`src/rtl/wlo_pkg.sv`:
```
// Shared types for the wordlength-optimisation (WLO) configuration path:
// per-stage wordlength record, controller states and the clamp helper.
package wlo_pkg;

   typedef struct packed {
      logic [7:0] n_int;
      logic [7:0] n_frac;
   } wl_cfg_t;

   typedef enum logic [1:0] {
      IDLE  = 2'd0,
      DRAIN = 2'd1,
      APPLY = 2'd2
   } wl_state_e;

   // Saturate a requested field to its legal maximum.
   function automatic logic [7:0] wl_sat(input logic [7:0] val, input logic [7:0] lim);
      return (val > lim) ? lim : val;
   endfunction

endpackage

```
`src/rtl/wl_cfg_ctrl.sv`:
```
// Wordlength configuration controller. Candidate (num_int, num_frac) pairs
// are written into a shadow bank; a commit stalls the sample stream, drains
// the FIR pipeline, copies shadow to active in a single edge and releases.
import wlo_pkg::*;

module wl_cfg_ctrl #(
   parameter int N_STAGE   = 4,
   parameter int MAX_LEN   = 12,
   parameter int INT_POS   = 8,
   parameter int DRAIN_CYC = 6
) (
   input  logic                          clk,
   input  logic                          rst_n,
   input  logic                          cfg_valid,
   output logic                          cfg_ready,
   input  logic [((N_STAGE < 2) ? 1 : $clog2(N_STAGE)):0] cfg_idx,
   input  logic [7:0]                    cfg_int,
   input  logic [7:0]                    cfg_frac,
   output logic                          cfg_err,
   input  logic                          commit_req,
   output logic                          commit_done,
   input  logic                          in_valid,
   output logic                          in_ready,
   output logic                          dp_valid,
   input  logic                          dp_ready,
   output logic [N_STAGE*8-1:0]          num_int_o,
   output logic [N_STAGE*8-1:0]          num_frac_o
);

   // The index carries one bit beyond what selects a stage, so that
   // out-of-range indices from the optimiser can be seen and rejected.
   localparam int SEL_W = (N_STAGE < 2) ? 1 : $clog2(N_STAGE);
   localparam int IDX_W = SEL_W + 1;
   localparam int CNT_W = (DRAIN_CYC < 2) ? 1 : $clog2(DRAIN_CYC + 1);

   localparam logic [7:0] INT_MAX  = 8'(MAX_LEN - INT_POS);
   localparam logic [7:0] FRAC_MAX = 8'(INT_POS);
   localparam wl_cfg_t    WL_DEFAULT = '{n_int: INT_MAX, n_frac: FRAC_MAX};

   wl_state_e         state_q, state_d;
   logic [CNT_W-1:0]  cnt_q;
   logic              armed_q;
   wl_cfg_t           shadow_q [N_STAGE];
   wl_cfg_t           active_q [N_STAGE];

   logic cfg_wr, idx_ok, int_clamp, frac_clamp, commit_go;

   assign cfg_wr     = cfg_valid & cfg_ready;
   assign idx_ok     = cfg_idx < IDX_W'(N_STAGE);
   assign int_clamp  = cfg_int  > INT_MAX;
   assign frac_clamp = cfg_frac > FRAC_MAX;
   // A commit needs commit_req to have been seen low in IDLE since the last one.
   assign commit_go  = (state_q == IDLE) & commit_req & armed_q;

   // State register.
   // NOTE: sequential state uses non-blocking assignments so every register samples pre-edge values.
   always_ff @(posedge clk or negedge rst_n) begin
      if (!rst_n) state_q <= IDLE;
      else        state_q <= state_d;
   end

   // Next-state logic: IDLE -> DRAIN (or straight to APPLY with no drain) -> APPLY -> IDLE.
   always_comb begin
      // NOTE: default assignment first so no path leaves state_d unassigned (no latch).
      state_d = state_q;
      unique case (state_q)
         IDLE:    if (commit_go) state_d = (DRAIN_CYC == 0) ? APPLY : DRAIN;
         DRAIN:   if (cnt_q == CNT_W'(1)) state_d = APPLY;
         APPLY:   state_d = IDLE;
         default: state_d = IDLE;
      endcase
   end

   // Output logic: stream passes through only in IDLE; stalled while draining/applying.
   always_comb begin
      cfg_ready = 1'b0;
      in_ready  = 1'b0;
      dp_valid  = 1'b0;
      if (state_q == IDLE) begin
         cfg_ready = 1'b1;
         in_ready  = dp_ready;
         dp_valid  = in_valid;
      end
   end

   // Drain counter: loaded on commit, counts down to 1 while in DRAIN.
   always_ff @(posedge clk or negedge rst_n) begin
      if (!rst_n)                 cnt_q <= '0;
      else if (commit_go)         cnt_q <= CNT_W'(DRAIN_CYC);
      else if (state_q == DRAIN)  cnt_q <= cnt_q - CNT_W'(1);
   end

   // Commit edge arming: disarm on commit, re-arm once commit_req is low in IDLE.
   always_ff @(posedge clk or negedge rst_n) begin
      if (!rst_n)                                armed_q <= 1'b1;
      else if (commit_go)                        armed_q <= 1'b0;
      else if (state_q == IDLE && !commit_req)   armed_q <= 1'b1;
   end

   // Shadow and active banks: writes land in shadow, APPLY copies the whole bank at once.
   always_ff @(posedge clk or negedge rst_n) begin
      if (!rst_n) begin
         // NOTE: both banks are reset on purpose; the datapath must come up in full-width pass-through.
         for (int i = 0; i < N_STAGE; i++) begin
            shadow_q[i] <= WL_DEFAULT;
            active_q[i] <= WL_DEFAULT;
         end
      end else begin
         if (cfg_wr && idx_ok)
            shadow_q[cfg_idx[SEL_W-1:0]] <= '{n_int:  wl_sat(cfg_int,  INT_MAX),
                                              n_frac: wl_sat(cfg_frac, FRAC_MAX)};
         if (state_q == APPLY)
            active_q <= shadow_q;
      end
   end

   // Status pulses: error on a dropped/clamped write, done the cycle after APPLY.
   always_ff @(posedge clk or negedge rst_n) begin
      if (!rst_n) begin
         cfg_err     <= 1'b0;
         commit_done <= 1'b0;
      end else begin
         cfg_err     <= cfg_wr & (!idx_ok | int_clamp | frac_clamp);
         commit_done <= (state_q == APPLY);
      end
   end

   // Flatten the active bank onto the per-stage output buses.
   always_comb begin
      num_int_o  = '0;
      num_frac_o = '0;
      for (int i = 0; i < N_STAGE; i++) begin
         num_int_o[i*8 +: 8]  = active_q[i].n_int;
         num_frac_o[i*8 +: 8] = active_q[i].n_frac;
      end
   end

endmodule

```
`config.mk`:
```
export PLATFORM = sky130hd
export DESIGN_NAME = wl_cfg_ctrl
export DESIGN_NICKNAME = d
export VERILOG_FILES = /design/src/rtl/wlo_pkg.sv /design/src/rtl/wl_cfg_ctrl.sv
export SDC_FILE = /design/constraint.sdc
export NUM_CORES = 1
export LEC_CHECK = 0
export CAP_MARGIN = 0
export CORE_MARGIN = 1.5
export CORE_UTILIZATION = 30
export CTS_CLUSTER_SIZE = 28
export DETAILED_ROUTE_END_ITERATION = 8
export SYNTH_ARGS = -nofsm -noshare
export SYNTH_HDL_FRONTEND = slang
export SYNTH_SLANG_ARGS = --single-unit
```
`constraint.sdc`:
```
create_clock -name clk -period 2.55 [get_ports clk]
set_clock_uncertainty 0.2 [all_clocks]
set_input_delay 0.765 -clock clk [delete_from_list [all_inputs] [get_ports clk]]
set_output_delay 0.765 -clock clk [all_outputs]
set_load 0.02 [all_outputs]
```
Word-level counts from Yosys, hierarchy flattened:

Index checks and enable logic that the tools add are counted.

* register bits after elaboration: 136
* bits of input ports: 25
* output and inout port bits: 69
* logic and storage cells: 63

* reduce and logical (&&, ||, !) cells: 9
* bitwise gates (word level): 7
* add/subtract/negate cells: 1
* order comparisons: 5
* eq/ne operators: 5
* multiplexer cells: 15

Operator list (number)
* 64-bit bitwise mux: 1
* 16-bit demux with 2-bit select: 1
* 16-bit two-way mux: 1
* 8-bit two-way mux: 2
* 8-bit by 3-bit > comparator with 1-bit output, second input constant: 1
* 8-bit by 4-bit > comparator with 1-bit output, second input constant: 1
* 3-bit two-way mux: 2
* 1-bit two-way mux: 5
* 1-bit AND: 4
* 2-bit two-way mux: 2
* 2-bit != test, second input constant: 2
* 2-bit one-hot mux with 2 select lines: 1
* 2-bit nonzero test: 2
* 3-bit by 1-bit equality test with 1-bit output, second input constant: 1
* 3-bit >= comparator, second input constant: 1
* 1-bit logical AND: 3
* 3-bit by 1-bit less-than comparator with 1-bit output, second input constant: 1
* 3-bit less-than comparator, second input constant: 1
* 2-bit NOT with 3-bit output: 1
* 3-bit by 1-bit subtractor with 3-bit output, second input constant: 1
* 2-bit by 1-bit equality test with 1-bit output, second input constant: 1
* 2-bit equality test, second input constant: 1
* 1-bit logical NOT: 2
* 2-bit logical NOT: 1
* 2 further kinds: 3

Logic depth before layout (Yosys ltp):

Gate-level depths: netlist of run 1.

* depth in word-level cells: 6
* depth in mapped cells: 7
* depth with buffers taken out: 5

Worst setup path before layout of run 1:

Ideal clock, no wire load.

* path kind: input -> register
* start point: input cfg_int[7]
* end point: register shadow_q[58] in the netlist's numbering
* library setup time: 0.085 ns
* path buffers: 0
* stages on the path: 3
* slack: 0.286 ns
* arrival: 1.980 ns
* required time: 2.265 ns
* cells stage by stage: or4_1 > or3_1 > mux2_1

* word-level cells in the longest chain between the ends: 3

RTL lines
* from (decl): RTL line wl_cfg_ctrl.sv:17 `input logic [7:0] cfg_int,`
* 8-bit by 3-bit > comparator with 1-bit output: RTL line wlo_pkg.sv:18 `return (val > lim) ? lim : val;`
* 8-bit two-way mux: RTL line wlo_pkg.sv:18
* 64-bit bitwise mux: RTL line wl_cfg_ctrl.sv:110 `shadow_q[cfg_idx[SEL_W-1:0]] <= '{n_int: wl_sat(cfg_int, INT_MAX),`
* to (signal, indexed assignment): RTL line wl_cfg_ctrl.sv:110
* to (decl): RTL line wl_cfg_ctrl.sv:43 `wl_cfg_t shadow_q [N_STAGE];`

No other way between the ends.
A chain may end at the register's enable or synchronous reset.

Worst setup path after layout of run 1:

* start point: input dp_ready
* end point: output in_ready

* word-level cells in the longest chain between the ends: 1

RTL lines
* from (decl): RTL line wl_cfg_ctrl.sv:25 `input logic dp_ready,`
* 1-bit two-way mux: RTL line wl_cfg_ctrl.sv:79 `if (state_q == IDLE) begin`
* to (decl): RTL line wl_cfg_ctrl.sv:23 `output logic in_ready,`

No other way between the ends.

==> results.md, run 1 <==
- Status: completed
- Final net count: 597
- Power density cells: 819 nW/um^2
- Clock Latency Late Sink: 410 ps
- CTS Buffer Depth: 2
- Share of cells above drive strength 1: 0.184
- Die area: 17,800 um^2
- Hold Path Class: in2async
- Max VDD drop: 499 uV
- Final setup viols: 0
- Mapped cell area: 5110 um^2
- Syn Nets: 485
- Final hold slack: 39.0 ps
- CTS tree: yes
- Static leakage: 3.56 nW
- Mapped Cells: 458
- Worst Path Required: 1590 ps
- Die Span X: 133 um
- Final Cycle Share: 0.960
- Critical Path Fanout Max: 1
- # Post-CTS Setup Buffers: 0
- Most frequent cells in the layout: nand2_1, dfrtp_1, clkdlybuf4s50_1, and2_1, mux2_2
- Global-route wire length before repair: 18,100 um
- Crit Path Class: in2out
- Vias in the first global route: 3,579
- CP startpoint: dp_ready
- I/O pins: 94
- Area Growth Syn to Fin: 38.0%
- Number of synthesized register bits: 136
- Starting Density: 0.308
- Avg Cell Area, Syn: 11.1 um^2
- R2R cell count: 5
- DR vias/cell: 4.27
- Largest stage delay, worst path: 450 ps
- Crit path capture: in_ready
- Routed WL: 10,900 um
- Root buffer cell: clkbuf_16
- Filler cells: 1,625
- Critical Path Start Type: input port
- Routability Congestion: 0.798
- Total power: 0.00577 W
- DRC Markers: 0
- Slew HR: 0.553
- Total number of vias: 3,429
- Worst path slowest cell: clkdlybuf4s50_1
- Total GRT Usage: 0.132
- Tightest Pin Transition: 671 ps
- GR Overflow Total: 0
- Final Hold Viols: 0
- Clock sinks: 136
- Max Clock Freq: 408 MHz
- Max_cap viols: 0
- Clk slew on worst S/H paths: 50 ps
- Routed wire length per instance: 13.6 um
- CP arrival: 1480 ps
- Most common cell after layout, fill and taps aside: nand2_1
- Post-synthesis sequential area ratio: 0.671
- Largest net degree at the start of global routing: 65
- Max Slew Vio Count: 0
- Worst path cell trace: clkdlybuf4s50_1, and2_1, buf_2
- YS warnings: 0
- Min cycle time layout: 2450 ps
- Num CTS Buffers: 17
- Detail Route Antenna Nets: 0
- FF-to-FF setup slack: 600 ps
- RSZ-0062 raised after global routing: no
- Pre-antenna DRT Iters: 4
- Layout Utilization: 0.425
- Diode count: 0
- Number of DRC markers in iteration 0: 154
- Synth cell types: 34
- Core Region: 16,600 um^2
- Worst R2R End: shadow_q[48]$_DFFE_PN0P_
- Worst r2r src: state_q[0]$_DFFE_PN0P_
- Setup crit end kind: primary output
- Row count: 47
- Initial antenna violation count: 0
- Die extent in y: 133 um
- H-tree levels: 4
- Hpwl dp: 7310 um
- PortBufs: 93
how the worst min path moves through the flow:
stage / from / cells past startpoint / endpoint / slack [ps]
final: rst_n / 1 / num_frac_o[20]$_DFFE_PN0P_ / 40
after global routing: rst_n / 1 / num_frac_o[8]$_DFFE_PN0P_ / 50
after CTS: rst_n / 1 / shadow_q[18]$_DFFE_PN0P_ / 30
after detailed placement: shadow_q[46]$_DFFE_PN0P_ / 2 / num_int_o[14]$_DFFE_PN0P_ / 250
after global placement: shadow_q[6]$_DFFE_PN0P_ / 2 / num_frac_o[30]$_DFFE_PN0P_ / 250
after floorplan: shadow_q[36]$_DFFE_PN0P_ / 2 / num_frac_o[12]$_DFFE_PN0P_ / 230
stage by stage:
| stage | setup slack, ps | area [um^2] | instances | TNS, ps |
|---|---|---|---|---|
| finish | 101 | 7050 | 803 | 0 |
| global route | 75.7 | 7050 | 803 | 0 |
| CTS | 1.13 | 7040 | 803 | 0 |
| detailed placement | -349 | 6470 | 771 | -4350 |
| global placement | -348 | 6470 | 771 | -3580 |
| floorplan | 286 | 5110 | 458 | 0 |
repair_timing:
action	in CTS	in global routing
gates cloned	0	0
setup endpoints to repair	7	5
resized for setup	12	5
hold buffers	0	0
critical path, delay by kind of cell:
family        cells  cell delay (ps)
buf+inv           2              610
simple gates      1              110
per-layer routing:
layer  vias up  GRT usage  wire (um)
li1       1675          -          -
met1      1654      0.172       5150
met2        83      0.206       5070
met3        17     0.0358        475
met4         0     0.0574        207
met5         -          0          0
synthesized netlist by cell type:
library cell | number | area, um^2
nor3b_4 | 1 | 18.8
o31ai_1 | 2 | 15.0
or4_1 | 2 | 15.0
nor3b_1 | 3 | 22.5
dfrtp_1 | 119 | 2980
nor2b_1 | 9 | 56.3
or2_2 | 1 | 6.26
buf_1 | 3 | 11.3
ha_1 | 2 | 25.0
nor4b_1 | 2 | 17.5
o21a_1 | 1 | 7.51
nand3b_2 | 2 | 22.5
a2bb2oi_1 | 1 | 8.76
nand2_1 | 194 | 728
a21oi_1 | 2 | 10.0
clkbuf_1 | 14 | 52.6
dfstp_2 | 17 | 447
mux2_2 | 27 | 304
nand2b_1 | 3 | 18.8
mux2_1 | 1 | 11.3
buf_4 | 1 | 7.51
nor3_1 | 1 | 5.00
inv_1 | 4 | 15.0
o21ai_0 | 4 | 20.0
nand3_2 | 1 | 10.0
and2_1 | 29 | 181
buf_2 | 1 | 5.00
a31oi_1 | 1 | 6.26
or3_1 | 1 | 6.26
nand3b_1 | 2 | 15.0
buf_6 | 1 | 11.3
nor2_1 | 4 | 15.0
o22a_1 | 1 | 8.76
nor4b_4 | 1 | 23.8
area by class of cell:
cell class              instances  area [um^2]  share of cell area
inverters                       4         15.0             0.00213
multi-input cells             298         1580               0.224
flip-flops and latches        136         3420               0.486
clock buffers                  18          439              0.0623
well taps                     220          275              0.0391
repair buffers                113         1160               0.165
clock inverters                14          148              0.0210
cells by family after synthesis:
| kind of cell | share of synthesized area |
|---|---|
| buffers and inverters | 0.0201 |
| AOI/OAI and AO/OA | 0.0149 |
| DFF | 0.671 |
| adders and majority gates | 0.00490 |
| and+or+nand+nor | 0.228 |
| muxes | 0.0617 |
flip-flops by register name, summed over array words and instances (netlist names):
| register | flops |
|---|---|
| armed_q | 1 |
| cfg_err | 1 |
| cnt_q | 3 |
| commit_done | 1 |
| num_frac_o | 32 |
| num_int_o | 32 |
| shadow_q | 64 |
| state_q | 2 |
report_power, final:
group / total (W) / switching (W) / internal [W]
logic: 0.000817 / 0.000453 / 0.000364
registers: 0.00256 / 0.000111 / 0.00244
clock network: 0.00240 / 0.000934 / 0.00147
total: 0.00577 / 0.00150 / 0.00428
Power figures use the tool's default switching activity.
==> inputs of run 2 (changes only) <==
CORE_ASPECT_RATIO = 0.5   (was not set)
==> run 2 against run 1 <==
- first-iteration DRC count increased by 3.2%
- global-route usage is 0.15 points higher
- register-to-register slack hardly changed
- sequential power about the same
- utilization is 0.69 points higher
- power is 3.5% higher
- non-clock buffer count rose by 5
- clock power is 8% higher
- final area rose by 1.2%
- fmax down 2.4%
- critical path type is now reg2out
==> results.md, run 2 (same netlist as run 1, synthesis figures left out) <==
- Power density cells: 838 nW/um^2 (+2.3%)
- Global-route wire length before repair: 18,500 um (+2.6%)
- Starting Density: 0.309 (+0.00126)
- Number of DRC markers in iteration 0: 159 (+3.2%)
- Critical Path Start Type: flop
- Crit Path Class: reg2out
- Largest stage delay, worst path: 610 ps (+160 ps)
- Share of cells above drive strength 1: 0.190 (+0.00694)
- Area Growth Syn to Fin: 39.7%
- Area post-placement: 6510 um^2 (+0.72%)
- Final setup viols: 0 (unchanged)
- Hold Path Class: in2async
- CP startpoint: num_int_o[10]$_DFFE_PN1P_
- Pre-CTS setup slack: -329 ps (+19.8 ps)
- Max Slew Vio Count: 0 (unchanged)
- Routed wire length per instance: 13.5 um (-0.33%)
- Family with the most delay on the worst path: buffers and inverters
- Final Cycle Share: 0.984 (+0.0237)
- PortBufs: 93 (unchanged)
- Worst r2r src: state_q[0]$_DFFE_PN0P_
- Clk slew on worst S/H paths: 60 ps (about the same)
- Final Hold Viols: 0 (unchanged)
- Clock Power Share: 0.432 (+0.016)
- Routed WL: 11,000 um (+1.2%)
- Row count: 33 (-30%)
- Largest net degree at the start of global routing: 52 (-20%)
- Vias in the first global route: 3,595 (+0.45%)
- Min cycle time layout: 2510 ps (+60.4 ps)
- Tightest Pin Transition: 515 ps (-156 ps)
- Hpwl dp: 7590 um (+3.8%)
- Root buffer cell: clkbuf_16
- Max VDD drop: 497 uV (-0.40%)
- Clock sinks: 136 (unchanged)
- Total GRT Usage: 0.133 (+0.00146)
- CP arrival: 1540 ps (+60 ps)
- CTS tree: yes
- Most frequent cells in the layout: nand2_1, dfrtp_1, clkdlybuf4s50_1, and2_1, mux2_2
- Detail Route Antenna Nets: 0 (unchanged)
- RSZ-0062 raised after global routing: no
- Final worst setup slack: 40.5 ps (-60.4 ps)
- Max Clock Freq: 398 MHz (-2.4%)
- Worst path slowest cell: clkdlybuf4s50_1
- Int Pwr: 0.00449 W (+4.9%)
- Met1 GRT Util: 0.170 (-0.00205)
- Die Span X: 188 um (+40%)
- GR Util met3: 0.0309 (-0.00485)
- DRC Markers: 0 (unchanged)
- Sw Ratio: 0.250 (-0.00988)
- H-tree levels: 4 (unchanged)
- Filler cells: 1,566 (-3.6%)
- R2R cell count: 5 (unchanged)
- Initial antenna violation count: 0 (unchanged)
- Diode count: 0 (unchanged)
- Core Region: 16,500 um^2 (-0.41%)
- Max_cap viols: 0 (unchanged)
- Die extent in y: 95.3 um (-29%)
- Pre-antenna DRT Iters: 4 (unchanged)
- Die area: 17,900 um^2 (+0.27%)
- # Post-CTS Setup Buffers: 0 (unchanged)
- Final net count: 602 (+0.84%)
- Num CTS Buffers: 17 (unchanged)
- Most flops, register: shadow_q
- Worst Path Required: 1590 ps (about the same)
- GRT busiest layer: met2
- Total number of vias: 3,531 (+3.0%)
- Routability Congestion: 0.790 (-1.0%)
- Stages on the worst setup path: 1 (-2)
- Worst path cell trace: clkdlybuf4s50_1
- Critical Path Fanout Max: 2 (+1)
- Grt met2 use: 0.222 (+0.0160)
- I/O pins: 94 (unchanged)
- Status: completed
- Slew HR: 0.656 (+0.104)
- Setup crit end kind: primary output
- CTS Buffer Depth: 2 (unchanged)
- Static leakage: 3.53 nW (-0.87%)
- Sw power: 0.00149 W (-0.42%)
- Logic pwr share: 0.142 (about the same)
- Cell Count, Final, Fillers Out: 815 (+1.5%)
- Final Cell Area: 7130 um^2 (+1.2%)
- Most common cell after layout, fill and taps aside: nand2_1
- WP buf/inv: 1 (-1)
- DR vias/cell: 4.33 (+1.5%)
- Clock Latency Late Sink: 400 ps (about the same)
- Max FFs per register: 64 (unchanged)
- Cells after DPL: 783 (+1.6%)
- Sequential Power Share: 0.426 (-0.017)
- GR Overflow Total: 0 (unchanged)
==> run 2: cell types whose count changed in the layout (fill, tap and decap cells not counted), sizes merged <==
cell / change
clkinvlp: -1
clkdlybuf4s50: +8
buf: +5
bufinv: +2
dlymetal6s2s: -4
inv: -1
dlygate4sd2: -4
==> run 2: timing repair <==
item	in CTS	in global routing
setup endpoints to repair	3	2
resized for setup	8	2
hold buffers	0	0
endpoints found under the hold margin	0	0
==> run 2: power groups by stage <==
| stage | combinational, W | sequential, W | clock, W |
|---|---|---|---|
| 6_report | 0.000848 | 0.00255 | 0.00258 |
| 4_1_cts | 0.000872 | 0.00255 | 0.00264 |
| 3_5_place_dp | 0.000874 | 0.00258 | 0 |
| 5_1_grt | 0.000938 | 0.00257 | 0.00274 |
| 2_1_floorplan | 0.000379 | 0.00266 | 0 |
| 3_3_place_gp | 0.000861 | 0.00258 | 0 |
==> run 2: final timing paths <==
kind,slack [ps],end
worst min-delay path,100,num_int_o[19]$_DFFE_PN0P_
max in group asynchronous,1420,shadow_q[10]$_DFFE_PN1P_
worst max register to register,610,shadow_q[56]$_DFFE_PN0P_
min in group clk,250,num_int_o[22]$_DFFE_PN0P_
worst min register to register,250,num_int_o[22]$_DFFE_PN0P_
worst max-delay path,40,num_int_o[10]
==> run 2: per-layer routing <==
metal,wire (um),up-vias
met5,0,-
li1,-,1693
met2,5420,37
met3,271,17
met1,5150,1784
met4,180,0
==> run 2: final cells by class <==
cell class / count / area (um^2) / area share
sequential: 136 / 3420 / 0.480
multi-input combinational: 298 / 1580 / 0.222
timing repair buffer: 118 / 1200 / 0.168
clock buffer: 18 / 429 / 0.0602
tap: 227 / 284 / 0.0398
clock inverter: 14 / 199 / 0.0279
inverter: 4 / 15.0 / 0.00211
==> run 2: metrics by stage <==
step	util	total power (W)	setup TNS, ps	hold WS, ps
floorplan	-	0.00304	0	230
global placement	0.394	0.00344	-3920	241
detailed placement	0.394	0.00346	-4220	246
CTS	0.433	0.00606	0	118
global route	0.432	0.00625	0	126
finish	0.432	0.00598	0	102
